[src/rtl/uart_rx_checked.sv]
`timescale 1ns/1ps
// uart_rx_checked
//   8N1 UART receiver with mid-bit sampling, start-bit glitch rejection,
//   framing-error detection and a running 32-bit sum of accepted bytes.
//
// Ports
//   clk          system clock
//   rst_n        synchronous active-low reset
//   i_serial     serial line (idles high)
//   o_data       last accepted byte, held until the next accept
//   o_valid      one-cycle pulse: o_data holds a new byte
//   o_frame_err  one-cycle pulse: stop bit sampled low
//   o_sum        running sum of accepted bytes, wraps mod 2^32
//   o_busy       high whenever the receiver FSM is not idle
module uart_rx_checked #(
  parameter int unsigned cycles_per_bit = 4
) (
  input  logic        clk,
  input  logic        rst_n,
  input  logic        i_serial,
  output logic [7:0]  o_data,
  output logic        o_valid,
  output logic        o_frame_err,
  output logic [31:0] o_sum,
  output logic        o_busy
);

  localparam int unsigned HALF_CYCLES = cycles_per_bit / 2;
  localparam int unsigned CNT_W       = (cycles_per_bit > 1) ? $clog2(cycles_per_bit) : 1;

  localparam logic [CNT_W-1:0] CNT_BIT  = CNT_W'(cycles_per_bit - 1);
  localparam logic [CNT_W-1:0] CNT_HALF = CNT_W'(HALF_CYCLES - 1);
  localparam logic [CNT_W-1:0] CNT_ZERO = {CNT_W{1'b0}};
  localparam logic [CNT_W-1:0] CNT_ONE  = CNT_W'(1);

  typedef enum logic [2:0] {
    ST_IDLE  = 3'd0,
    ST_START = 3'd1,
    ST_DATA  = 3'd2,
    ST_STOP  = 3'd3,
    ST_BREAK = 3'd4
  } state_t;

  logic             sync1_r;
  logic             rx_r;
  state_t           state_r;
  logic [CNT_W-1:0] cnt_r;
  logic [2:0]       idx_r;
  logic [7:0]       shift_r;

  state_t           state_nxt_s;
  logic [CNT_W-1:0] cnt_nxt_s;
  logic [2:0]       idx_nxt_s;
  logic [7:0]       shift_nxt_s;
  logic [7:0]       data_nxt_s;
  logic [31:0]      sum_nxt_s;
  logic             valid_nxt_s;
  logic             ferr_nxt_s;

  // Busy is a direct decode of the state register.
  assign o_busy = (state_r != ST_IDLE);

  // Next-state, datapath and pulse decode; every branch starts from "hold".
  always_comb begin
    state_nxt_s = state_r;
    cnt_nxt_s   = cnt_r;
    idx_nxt_s   = idx_r;
    shift_nxt_s = shift_r;
    data_nxt_s  = o_data;
    sum_nxt_s   = o_sum;
    valid_nxt_s = 1'b0;
    ferr_nxt_s  = 1'b0;
    case (state_r)
      ST_IDLE: begin
        // Counting half a bit from the falling edge lands later samples mid-bit.
        if (rx_r == 1'b0) begin
          state_nxt_s = ST_START;
          cnt_nxt_s   = CNT_HALF;
        end else begin
          state_nxt_s = ST_IDLE;
        end
      end
      ST_START: begin
        if (cnt_r == CNT_ZERO) begin
          if (rx_r == 1'b1) begin
            // Line went back high before mid start bit: treat as a glitch.
            state_nxt_s = ST_IDLE;
          end else begin
            state_nxt_s = ST_DATA;
            idx_nxt_s   = 3'd0;
            cnt_nxt_s   = CNT_BIT;
          end
        end else begin
          cnt_nxt_s = cnt_r - CNT_ONE;
        end
      end
      ST_DATA: begin
        if (cnt_r == CNT_ZERO) begin
          shift_nxt_s[idx_r] = rx_r;
          cnt_nxt_s          = CNT_BIT;
          if (idx_r == 3'd7) begin
            state_nxt_s = ST_STOP;
          end else begin
            idx_nxt_s = idx_r + 3'd1;
          end
        end else begin
          cnt_nxt_s = cnt_r - CNT_ONE;
        end
      end
      ST_STOP: begin
        // Returning to idle mid stop bit leaves half a bit of slack so a
        // start bit with no idle gap is still caught.
        if (cnt_r == CNT_ZERO) begin
          if (rx_r == 1'b1) begin
            data_nxt_s  = shift_r;
            sum_nxt_s   = o_sum + {24'd0, shift_r};
            valid_nxt_s = 1'b1;
            state_nxt_s = ST_IDLE;
          end else begin
            ferr_nxt_s  = 1'b1;
            state_nxt_s = ST_BREAK;
          end
        end else begin
          cnt_nxt_s = cnt_r - CNT_ONE;
        end
      end
      ST_BREAK: begin
        // Held-low line: wait for release so one break gives one error pulse.
        if (rx_r == 1'b1) begin
          state_nxt_s = ST_IDLE;
        end else begin
          state_nxt_s = ST_BREAK;
        end
      end
      default: begin
        state_nxt_s = ST_IDLE;
        cnt_nxt_s   = CNT_ZERO;
        idx_nxt_s   = 3'd0;
      end
    endcase
  end

  // Synchronizer, FSM state and registered outputs with synchronous reset.
  always_ff @(posedge clk) begin
    if (!rst_n) begin
      sync1_r     <= 1'b1;
      rx_r        <= 1'b1;
      state_r     <= ST_IDLE;
      cnt_r       <= CNT_ZERO;
      idx_r       <= 3'd0;
      shift_r     <= 8'd0;
      o_data      <= 8'd0;
      o_valid     <= 1'b0;
      o_frame_err <= 1'b0;
      o_sum       <= 32'd0;
    end else begin
      sync1_r     <= i_serial;
      rx_r        <= sync1_r;
      state_r     <= state_nxt_s;
      cnt_r       <= cnt_nxt_s;
      idx_r       <= idx_nxt_s;
      shift_r     <= shift_nxt_s;
      o_data      <= data_nxt_s;
      o_valid     <= valid_nxt_s;
      o_frame_err <= ferr_nxt_s;
      o_sum       <= sum_nxt_s;
    end
  end

endmodule

[config.mk]
export PLATFORM = sky130hd
export DESIGN_NAME = uart_rx_checked
export DESIGN_NICKNAME = d
export VERILOG_FILES = /design/src/rtl/uart_rx_checked.sv
export SDC_FILE = /design/constraint.sdc
export NUM_CORES = 1
export LEC_CHECK = 0
export CORE_UTILIZATION = 35
export DETAILED_ROUTE_END_ITERATION = 8
export GPL_ROUTABILITY_DRIVEN = 0
export PLACE_DENSITY = 0.56
export SYNTH_ARGS = -nofsm -noshare
export SYNTH_HDL_FRONTEND = slang
export SYNTH_SLANG_ARGS = --single-unit
[constraint.sdc]
create_clock -name clk -period 2.4 [get_ports clk]
set_clock_uncertainty 0.05 [all_clocks]
set_input_delay 0.24 -clock clk [delete_from_list [all_inputs] [get_ports clk]]
set_output_delay 0.24 -clock clk [all_outputs]
set_load 0.01 [all_outputs]
==> results of run 1 <==
## state kept, by name, summed over array words and instances (netlist names), 2 cells and up
name     cells
cnt_r        2
idx_r        3
o_data       8
o_sum       32
shift_r      8
state_r      3
## worst max-delay path by stage
stage / startpoint / endpoint / slack [ps] / cells after the start
after CTS: o_sum[0] / o_sum[28] / 270 / 8
after global placement: o_sum[0] / o_sum[18] / 320 / 8
after detailed placement: o_sum[0] / o_sum[18] / 290 / 8
after global routing: o_sum[0] / o_sum[30] / 160 / 8
final: o_sum[0] / o_sum[18] / 270 / 8
after floorplan: o_sum[0] / o_sum[18] / 310 / 7
## cell families after synthesis
logic type | Yosys count | synth area share
flip-flops | 60 | 0.370
multiplexers | 36 | 0.111
buffers and inverters | 29 | 0.0389
AND/OR/NAND/NOR | 163 | 0.269
AO/OA/AOI/OAI | 78 | 0.155
XOR/XNOR | 3 | 0.00808
adder cells (fa/ha/maj) | 12 | 0.0485
## cell type report
| type | instances | area (um2) | share of cell area |
|---|---|---|---|
| inverter | 5 | 18.8 | 0.00467 |
| tap | 108 | 135 | 0.0337 |
| sequential | 60 | 1200 | 0.299 |
| timing repair buffer | 55 | 520 | 0.130 |
| clock buffer | 11 | 141 | 0.0352 |
| multi-input combinational | 292 | 1920 | 0.479 |
| clock inverter | 5 | 75.1 | 0.0187 |
## stage by stage
step,cells,area [um2],utilization
after CTS,536,4020,0.454
after detailed placement,520,3800,0.429
after global placement,520,3800,0.429
after global routing,536,4020,0.454
after floorplan,381,3250,-
final,536,4020,0.454
## worst max-delay path: stages (launching register included)
cell and delay, ps:
dfxtp_1 330, ha_1 230, fa_1 410, a21o_1 210, and4_1 240, o21ai_2 140, buf_4 180, a211oi_1 90
mux2i_1 120
## placed cells by master (no fill, tap or decap), drive strengths merged, types with 3 or more instances in the layout
cell type and n:
dfxtp 60, nand3b 3, nor3 3, o211ai 3
and3 5, ha 11, a21oi 28, clkdlybuf4s50 44
nor2b 9, inv 5, nor2 9, nor3b 5
and2 4, or3 5, nand3 14, buf 11
and4 3, or2 3, a21boi 18, nand2 64
o21ai 14, nand4 6, clkbuf 11, nand2b 26
a21o 5, clkinv 3, mux2i 36
## routing by layer
layer / wire, um / up-vias / share of wire / GRT usage
met1: 3560 / 1252 / 0.49 / 0.205
li1: - / 1409 / - / -
met5: 0 / - / 0 / 0
met4: 61 / 0 / 0.0084 / 0.0448
met2: 3370 / 43 / 0.46 / 0.274
met3: 299 / 5 / 0.041 / 0.0458
## power groups by stage
stage,Sequential (W),Clock [W],Combinational [W]
2_1_floorplan,0.00103,0,0.0000716
3_3_place_gp,0.00103,0,0.0000912
3_5_place_dp,0.00103,0,0.0000931
4_1_cts,0.00101,0.00105,0.0000941
5_1_grt,0.00101,0.00109,0.000105
6_report,0.00101,0.00101,0.0000926
==> run summary, run 1 <==
### Run status
- finished, violations left — run status
- DRC — violations in the final reports

### Flow run
- 0 — max-cap check violation count

### Logic synthesis
- nand2_1, dfxtp_1, mux2i_1 — most numerous cell types in the synthesized netlist
- 49 — count of different cell masters after synthesis
- 381 — number of instances in the synthesized netlist
- 396 — synthesized netlist net count
- nand2_1 — cell with the most instances after synthesis
- 0.370 — area share of the leading cell type in the synthesized netlist
- 0.370 — Seq/Total Area, Yosys
- 0 — number of synthesized flops with an enable pin
- 8.53 um2 — synthesized area per cell
- 0 — fraction of synthesis flops using an asynchronous set or reset pin
- 60 — synthesis-stage register bit count
- dfxtp_1, mux2i_1, nand2_1, nand2b_1, ha_1 — leading post-synthesis cells by cell area
- dfxtp_1 — cell accounting for the most synthesized area
- 0 — Ys Warns
- dfxtp_1 — most frequently used flop master after synthesis
- 3250 um2 — Post-Syn Area

### Clock tree
- 3 — H-tree depth
- 2 — maximum number of buffers from clock root to sink
- 70 ps — clock-pin slew of the registers on the worst-case setup and hold paths
- 0 — number of setup buffers added after CTS
- 340 ps — clock latency on the worst-skew pair
- 9 — TritonCTS buffer count
- yes — clock tree from TritonCTS
- 0 — post_cts resized
- 0 — hold bufs inserted after CTS
- clkbuf_8 — library cell used as clock root buffer
- 60 — count of clock tree sinks

### Route
- 91 — DRC marker count from the first detailed-route iteration
- 2709 — via count
- 7.29 mm — overall routed net length
- 5.05 — Vias/cell
- 0 — Routed Antenna Nets
- 13.6 um — drt wl/cell
- 6 — length of the first detailed-routing pass in iterations
- 2 — drc violations

### STA
- 0.470 GHz — maximum operating frequency
- 0 — Hold Violations, Final
- 0 ps — final sum of negative setup slack
- 273 ps — worst-case setup margin in the final layout
- 0.569 — headroom to the max-slew limit
- 2130 ps — shortest clock period the worst path allows after layout
- false — RSZ-0062 raised after global routing
- 362 ps — smallest hold slack
- 0 — setup-violating endpoint count in the final report
- 0 — Slew Limit Fails
- 646 ps — Slew @ Worst Pin
- 0.886 — Final Cycle Share

### Critical path
- 270 ps — flop-to-flop setup slack
- 10 — worst-path fanout max
- 8 — R2R depth
- o_sum[18] — capturing point of the worst reg2reg path
- register — CP Capture Type
- 2300 ps — endpoint arrival time on the critical path
- o_sum[0] — startpoint of the most critical register-to-register path
- register — startpoint types
- 2570 ps — Critical Path RT
- register to register — worst setup path class

### Floorplanning
- 34 — number of rows in the core area
- 98.4 um — overall die width
- 9680 um2 — die area
- 98.4 um — die extent in y
- 46 — Ports
- 0.367 — Initial Utilization
- 8850 um2 — Std-Cell Core Area

### Global route
- 2590 — via count of the first global-routing pass
- 0.163 — global-route usage over all layers
- 39 — largest net degree at the start of global routing
- 0 — number of antenna violations at the first check in global routing
- 0 — GRT overflow
- 12.6 mm — wire length of the first global-routing pass

### Power and ir drop
- 0.000281 V — Max rail drop VDD
- 0.044 — part of the power in combinational logic
- 0.00211 W — Pwr Total
- 0.479 — Clk network pwr share
- 0.00165 W — cell-internal power
- 0.477 — part of the total power dissipated in sequential elements
- 0.000461 W — Psw
- 1.56 nW — Leakage
- 526 nW/um2 — Pwr Density
- 0.218 — switching part of the total

### Finish
- 0.0864 — share of cells above drive strength 1
- 438 — Total Nets Final
- 916 — fill count
- 23.5% — synthesis-to-finish area growth
- 0 — antenna diode count

### Placement
- 45 — number of buffer cells added on primary ports
- 4.92 mm — HPWL after detailed placement
- 289 ps — worst setup timing slack at the placement stage

### Min path
- sync1_r — origin of the worst min-delay path
- 1 — worst hold path depth
- rx_r — worst hold path endpoint
- register to register — classification of the worst-slack hold path

Power figures use the tool's default switching activity.
==> inputs of run 2 (changes only) <==
--- a/config.mk
+++ b/config.mk
@@ -8,7 +8,8 @@
 export CORE_UTILIZATION = 35
 export DETAILED_ROUTE_END_ITERATION = 8
 export GPL_ROUTABILITY_DRIVEN = 0
-export PLACE_DENSITY = 0.56
+export GPL_TIMING_DRIVEN = 0
+export PLACE_DENSITY = 0.58
 export SYNTH_ARGS = -nofsm -noshare
 export SYNTH_HDL_FRONTEND = slang
 export SYNTH_SLANG_ARGS = --single-unit
==> constraint.sdc (replaced) <==
create_clock -name clk -period 1.7 [get_ports clk]
set_clock_uncertainty 0.05 [all_clocks]
set_input_delay 0.17 -clock clk [delete_from_list [all_inputs] [get_ports clk]]
set_output_delay 0.17 -clock clk [all_outputs]
set_load 0.01 [all_outputs]
==> run summary, run 2 (synthesis results as in run 1) <==
### Global route
- 13.9 mm — wire length of the first global-routing pass
- 13 — largest net degree at the start of global routing
- 2828 — via count of the first global-routing pass
- 0.291 — met2 demand-to-capacity share in global routing
- met2 — busiest metal layer after global routing
- 0 — number of antenna violations at the first check in global routing
- 0.0344 — met3 usage
- 0.239 — met1 layer usage reported by global route
- 0 — GRT overflow
- 0.183 — global-route usage over all layers

### Clock tree
- 2 — maximum number of buffers from clock root to sink
- 60 — count of clock tree sinks
- 9 — TritonCTS buffer count
- 3 — H-tree depth
- yes — clock tree from TritonCTS
- 80 ps — clock-pin slew of the registers on the worst-case setup and hold paths
- clkbuf_8 — library cell used as clock root buffer
- 340 ps — clock latency on the worst-skew pair

### Finish
- 42.6% — synthesis-to-finish area growth
- 32 — number of flip-flops in the largest register
- nand2_1 — leading cell type in the layout, fill and taps excluded
- o_sum — largest register by flop count
- 0.260 — share of cells above drive strength 1
- o_sum: 32 flops, o_data: 8 flops, shift_r: 8 flops — Largest regs
- 0 — antenna diode count
- 4640 um2 — finished layout cell area
- 475 — Total Nets Final
- nand2_1, dfxtp_1, clkdlybuf4s50_1, mux2i_1, nand2b_1 — highest-count cells in the layout ignoring fill and taps

### STA
- 26 — setup-violating endpoint count in the final report
- true — RSZ-0062 raised after global routing
- 0 — Hold Violations, Final
- 0 — Slew Limit Fails
- 147 ps — smallest hold slack
- 0.503 GHz — maximum operating frequency
- 0.586 — headroom to the max-slew limit
- 621 ps — Slew @ Worst Pin
- 1990 ps — shortest clock period the worst path allows after layout
- 1.17 — Final Cycle Share
- -287 ps — worst-case setup margin in the final layout

### Critical path
- 2180 ps — endpoint arrival time on the critical path
- -290 ps — flop-to-flop setup slack
- register — CP Capture Type
- register to register — worst setup path class
- register — startpoint types
- 1890 ps — Critical Path RT
- 5 — worst-path fanout max

### Min path
- input pin to register — classification of the worst-slack hold path

### Route
- 15.0 um — drt wl/cell
- 8.62 mm — overall routed net length
- 0 — Routed Antenna Nets
- 2961 — via count
- 0 — drc violations
- 5.17 — Vias/cell
- 6 — length of the first detailed-routing pass in iterations
- 69 — DRC marker count from the first detailed-route iteration

### Power and ir drop
- 0.000735 W — Psw
- 0.00225 W — cell-internal power
- 0.472 — part of the total power dissipated in sequential elements
- 0.472 — Clk network pwr share
- 1.72 nW — Leakage
- 0.056 — part of the power in combinational logic
- 0.246 — switching part of the total
- 644 nW/um2 — Pwr Density
- 0.00299 W — Pwr Total
- 0.000302 V — Max rail drop VDD

### Floorplanning
- 46 — Ports
- 34 — number of rows in the core area
- 9680 um2 — die area
- 0.367 — Initial Utilization
- 8850 um2 — Std-Cell Core Area
- 98.4 um — die extent in y
- 98.4 um — overall die width

### Flow run
- 0 — max-cap check violation count

### Placement
- 3950 um2 — post-placement cell area
- 44 — number of buffer cells added on primary ports
- -335 ps — worst setup timing slack at the placement stage
- 5.62 mm — HPWL after detailed placement

### Run status
- setup timing — violations in the final reports
- finished, violations left — run status

run 2: changes by cell type in the layout (fill, tap and decap cells not counted), sizes merged:
cell	change
clkinvlp	+1
buf	+24
inv	+1
bufinv	-1
clkbuf	+13
clkdlybuf4s50	-1
run 2: power by group through the flow:
stage | combinational, W | clock [W] | sequential [W]
after floorplan | 0.000102 | 0 | 0.00145
after CTS | 0.000160 | 0.00145 | 0.00141
final | 0.000167 | 0.00141 | 0.00141
after detailed placement | 0.000139 | 0 | 0.00145
after global placement | 0.000137 | 0 | 0.00145
after global routing | 0.000185 | 0.00151 | 0.00141
run 2: layer usage:
layer / vias to the layer above / wire length, um
met2: 47 / 3920
met1: 1399 / 4250
met5: - / 0
li1: 1494 / -
met3: 21 / 220
met4: 0 / 228
run 2: worst paths after layout:
| check | from | to | cells after the start |
|---|---|---|---|
| hold reg to reg | sync1_r | rx_r | 1 |
| setup / recovery | o_sum[0] | o_sum[24] | 8 |
| hold / removal | rst_n | o_sum[11] | 3 |
| setup reg to reg | o_sum[0] | o_sum[24] | 8 |
run 2: repair_timing:
action                                  in CTS  in global routing
endpoints found under the setup margin      49                 45
gates resized for setup                     44                 35
pin swaps                                   11                 21
hold endpoints to repair                     0                  0
hold buffers                                 0                  0
cloned                                       2                  1
buffers inserted                            11                 12
run 2: worst max-delay path: stages (launching register included):
cell and delay, ps:
dfxtp_4 360, ha_4 160, fa_2 330, a21o_1 210
and4_4 190, o21ai_4 200, clkbuf_16 190, a21oi_1 70
mux2i_1 120
run 2: metrics by stage:
stage                     TNS (ps)  utilization  cells
final                        -4760        0.524    573
after global routing         -6720        0.524    573
after CTS                    -4240        0.499    562
after detailed placement     -8790        0.446    533
after global placement       -8620        0.446    533
after floorplan              -1620            -    381
run 2: final cells by class:
cell class / instances / area (um2)
Clock inverter: 6 / 68.8
Fill cell: 838 / 4210
Inverter: 5 / 18.8
Timing Repair Buffer: 69 / 661
Sequential cell: 60 / 1230
Tap cell: 108 / 135
Buffer: 23 / 149
Multi-Input combinational cell: 292 / 2230
Clock buffer: 10 / 149
==> RTL edit: new RTL, config.mk and constraints of run 1 <==
`cycles_per_bit`: 4 -> 8.
--- a/src/rtl/uart_rx_checked.sv
+++ b/src/rtl/uart_rx_checked.sv
@@ -15,3 +15,3 @@
 module uart_rx_checked #(
-  parameter int unsigned cycles_per_bit = 4
+  parameter int unsigned cycles_per_bit = 8
 ) (
Formal check against the unedited RTL: not equivalent (a bounded check fails within 10 cycles, from zero or initial values and one cycle with rst_n low).
==> RTL edit against run 1 <==
  * Wire length rose by 1.5%
  * Sequential cell count grew 1
  * Utilization is 2.8 points higher
  * Worst setup slack got worse by 0.10 ns
  * Hold slack gained 0.011 ns
  * Final area grew 0.16%
  * Sequential share of layout area is 0.45 points higher
  * Final cell count shrank 0.93%
  * Total power up 4.5%
  * Count of clock-buffer cells in the layout up 1
  * Area after synthesis down 5.5%
  * Largest cell class unchanged
==> RTL edit: results (changes against run 1) <==
* Clock root cell: clkbuf_8
* Int Power at 1.71 mW (+3.7%)
* Status: finished, final reports clean
* All-Layer GR Usage at 0.175 (+0.0118)
* Yosys warns at 0 (unchanged)
* Critical path's slowest cell: or4_1
* Vias in the first global route at 2537 (-2.0%)
* # diodes at 0 (unchanged)
* Max VDD drop at 341 uV (+21%)
* Netlist cell types at 50 (+2.0%)
* Leakage at 1.46 nW (-6.6%)
* CP Max Fanout at 24 (+14)
* Clock-pin slew on the worst setup and hold paths at 0.07 ns (about the same)
* Final Hold Violating Endpoints at 0 (unchanged)
* Nets@finish at 437 (-0.23%)
* H-tree levels at 3 (unchanged)
* First-pass GRT wire length at 12.3 mm (-2.1%)
* Largest net degree at the start of global routing at 52 (+33%)
* Combinational power share at 0.058 (+0.014)
* Post-synthesis sequential area ratio at 0.398 (+0.0280)
* Initial antenna violation count at 0 (unchanged)
* DRT iter0 DRCs at 74 (-19%)
* Worst Path Arrival at 2.44 ns (+0.14 ns)
* CP peak stage delay at 0.49 ns (+0.08 ns)
* Worst Tran Pin Value at 0.568 ns (-0.0782 ns)
* CTS Buffer Depth at 2 (unchanged)
* Worst min path class: reg2reg
* Fill cells at 807 (-12%)
* Clk_lat worst skew at 0.34 ns (about the same)
* Commonest cells post-synth: 61 x dfxtp_1, 44 x a21oi_1, 44 x nand2_1
* Dpl hpwl at 5.05 mm (+2.6%)
* Syn_nets at 385 (-2.8%)
* Largest regs: o_sum (32), o_data (8), shift_r (8)
* Max reg flops at 32 (unchanged)
* Vias per cell at 5.28 (+4.4%)
* Place WS at -0.00447 ns (-0.293 ns)
* Area contributors post-synth: dfxtp_1 40%, a21oi_1 7.2%, nand2_1 5.4%
* IO buf count at 45 (unchanged)
* Util after Layout at 0.482 (+0.0284)
* Final ANT Viol Nets at 0 (unchanged)
* Asr flop ratio synth at 0 (unchanged)
* Post-CTS setup repair buffer count at 0 (unchanged)
* Placed Instance Area at 3710 um^2 (-2.2%)
* Share of cells above drive strength 1 at 0.113 (+0.0262)
* Detailed-route wire length at 7.41 mm (+1.5%)
* Top Family by Delay on Critical Path: compound AO/OA/AOI/OAI gates
* Pre-antenna DRT Iters at 4 (-2)
* CTS Buf Count at 9 (unchanged)
[RTL edit: final cells by class]
class,count,share of cell area
Clock buffer,12,0.0386
Clock inverter,4,0.0174
Inverter,12,0.0112
Multi-Input combinational cell,273,0.446
Sequential cell,61,0.304
Tap cell,105,0.0327
Timing Repair Buffer,64,0.151
[RTL edit: power by group through the flow]
stage / Sequential (mW) / Combinational (mW) / Clock, mW
finish: 1.03 / 0.128 / 1.05
global route: 1.03 / 0.147 / 1.14
CTS: 1.02 / 0.128 / 1.08
detailed placement: 1.05 / 0.128 / 0
global placement: 1.05 / 0.129 / 0
floorplan: 1.05 / 0.0822 / 0
[RTL edit: layer usage]
layer / global-route usage / up-vias / wire (um)
li1: - / 1441 / -
met3: 0.0415 / 14 / 241
met4: 0.0634 / 0 / 106
met2: 0.280 / 46 / 3370
met1: 0.228 / 1302 / 3690
met5: 0 / - / 0
[RTL edit: timing repair]
action                     4_1_cts  5_1_grt
pin swaps                        0        1
setup endpoints to repair        2       10
resized for setup                1        8
[RTL edit: final timing paths]
kind / startpoint / end / slack (ns) / cells after the start
hold / removal: sync1_r$_SDFF_PN1_ / rx_r$_SDFF_PN1_ / 0.37 / 1
hold reg to reg: sync1_r$_SDFF_PN1_ / rx_r$_SDFF_PN1_ / 0.37 / 1
setup / recovery: shift_r[0]$_SDFFE_PN0P_ / o_sum[18]$_SDFFE_PN0P_ / 0.17 / 8
setup reg to reg: shift_r[0]$_SDFFE_PN0P_ / o_sum[18]$_SDFFE_PN0P_ / 0.17 / 8
[RTL edit: through the flow]
step / std cells / total power [mW]
floorplan: 369 / 1.13
global placement: 515 / 1.18
detailed placement: 515 / 1.18
CTS: 531 / 2.23
global route: 531 / 2.31
finish: 531 / 2.21
[RTL edit: logic make-up after synthesis]
logic type | Yosys count | share of synthesized area
muxes | 10 | 0.0326
adders and majority gates | 13 | 0.0554
AOI/OAI and AO/OA | 95 | 0.187
buffers and inverters | 35 | 0.0452
and+or+nand+nor | 146 | 0.257
DFF | 61 | 0.398
xor gates and xnor gates | 9 | 0.0257
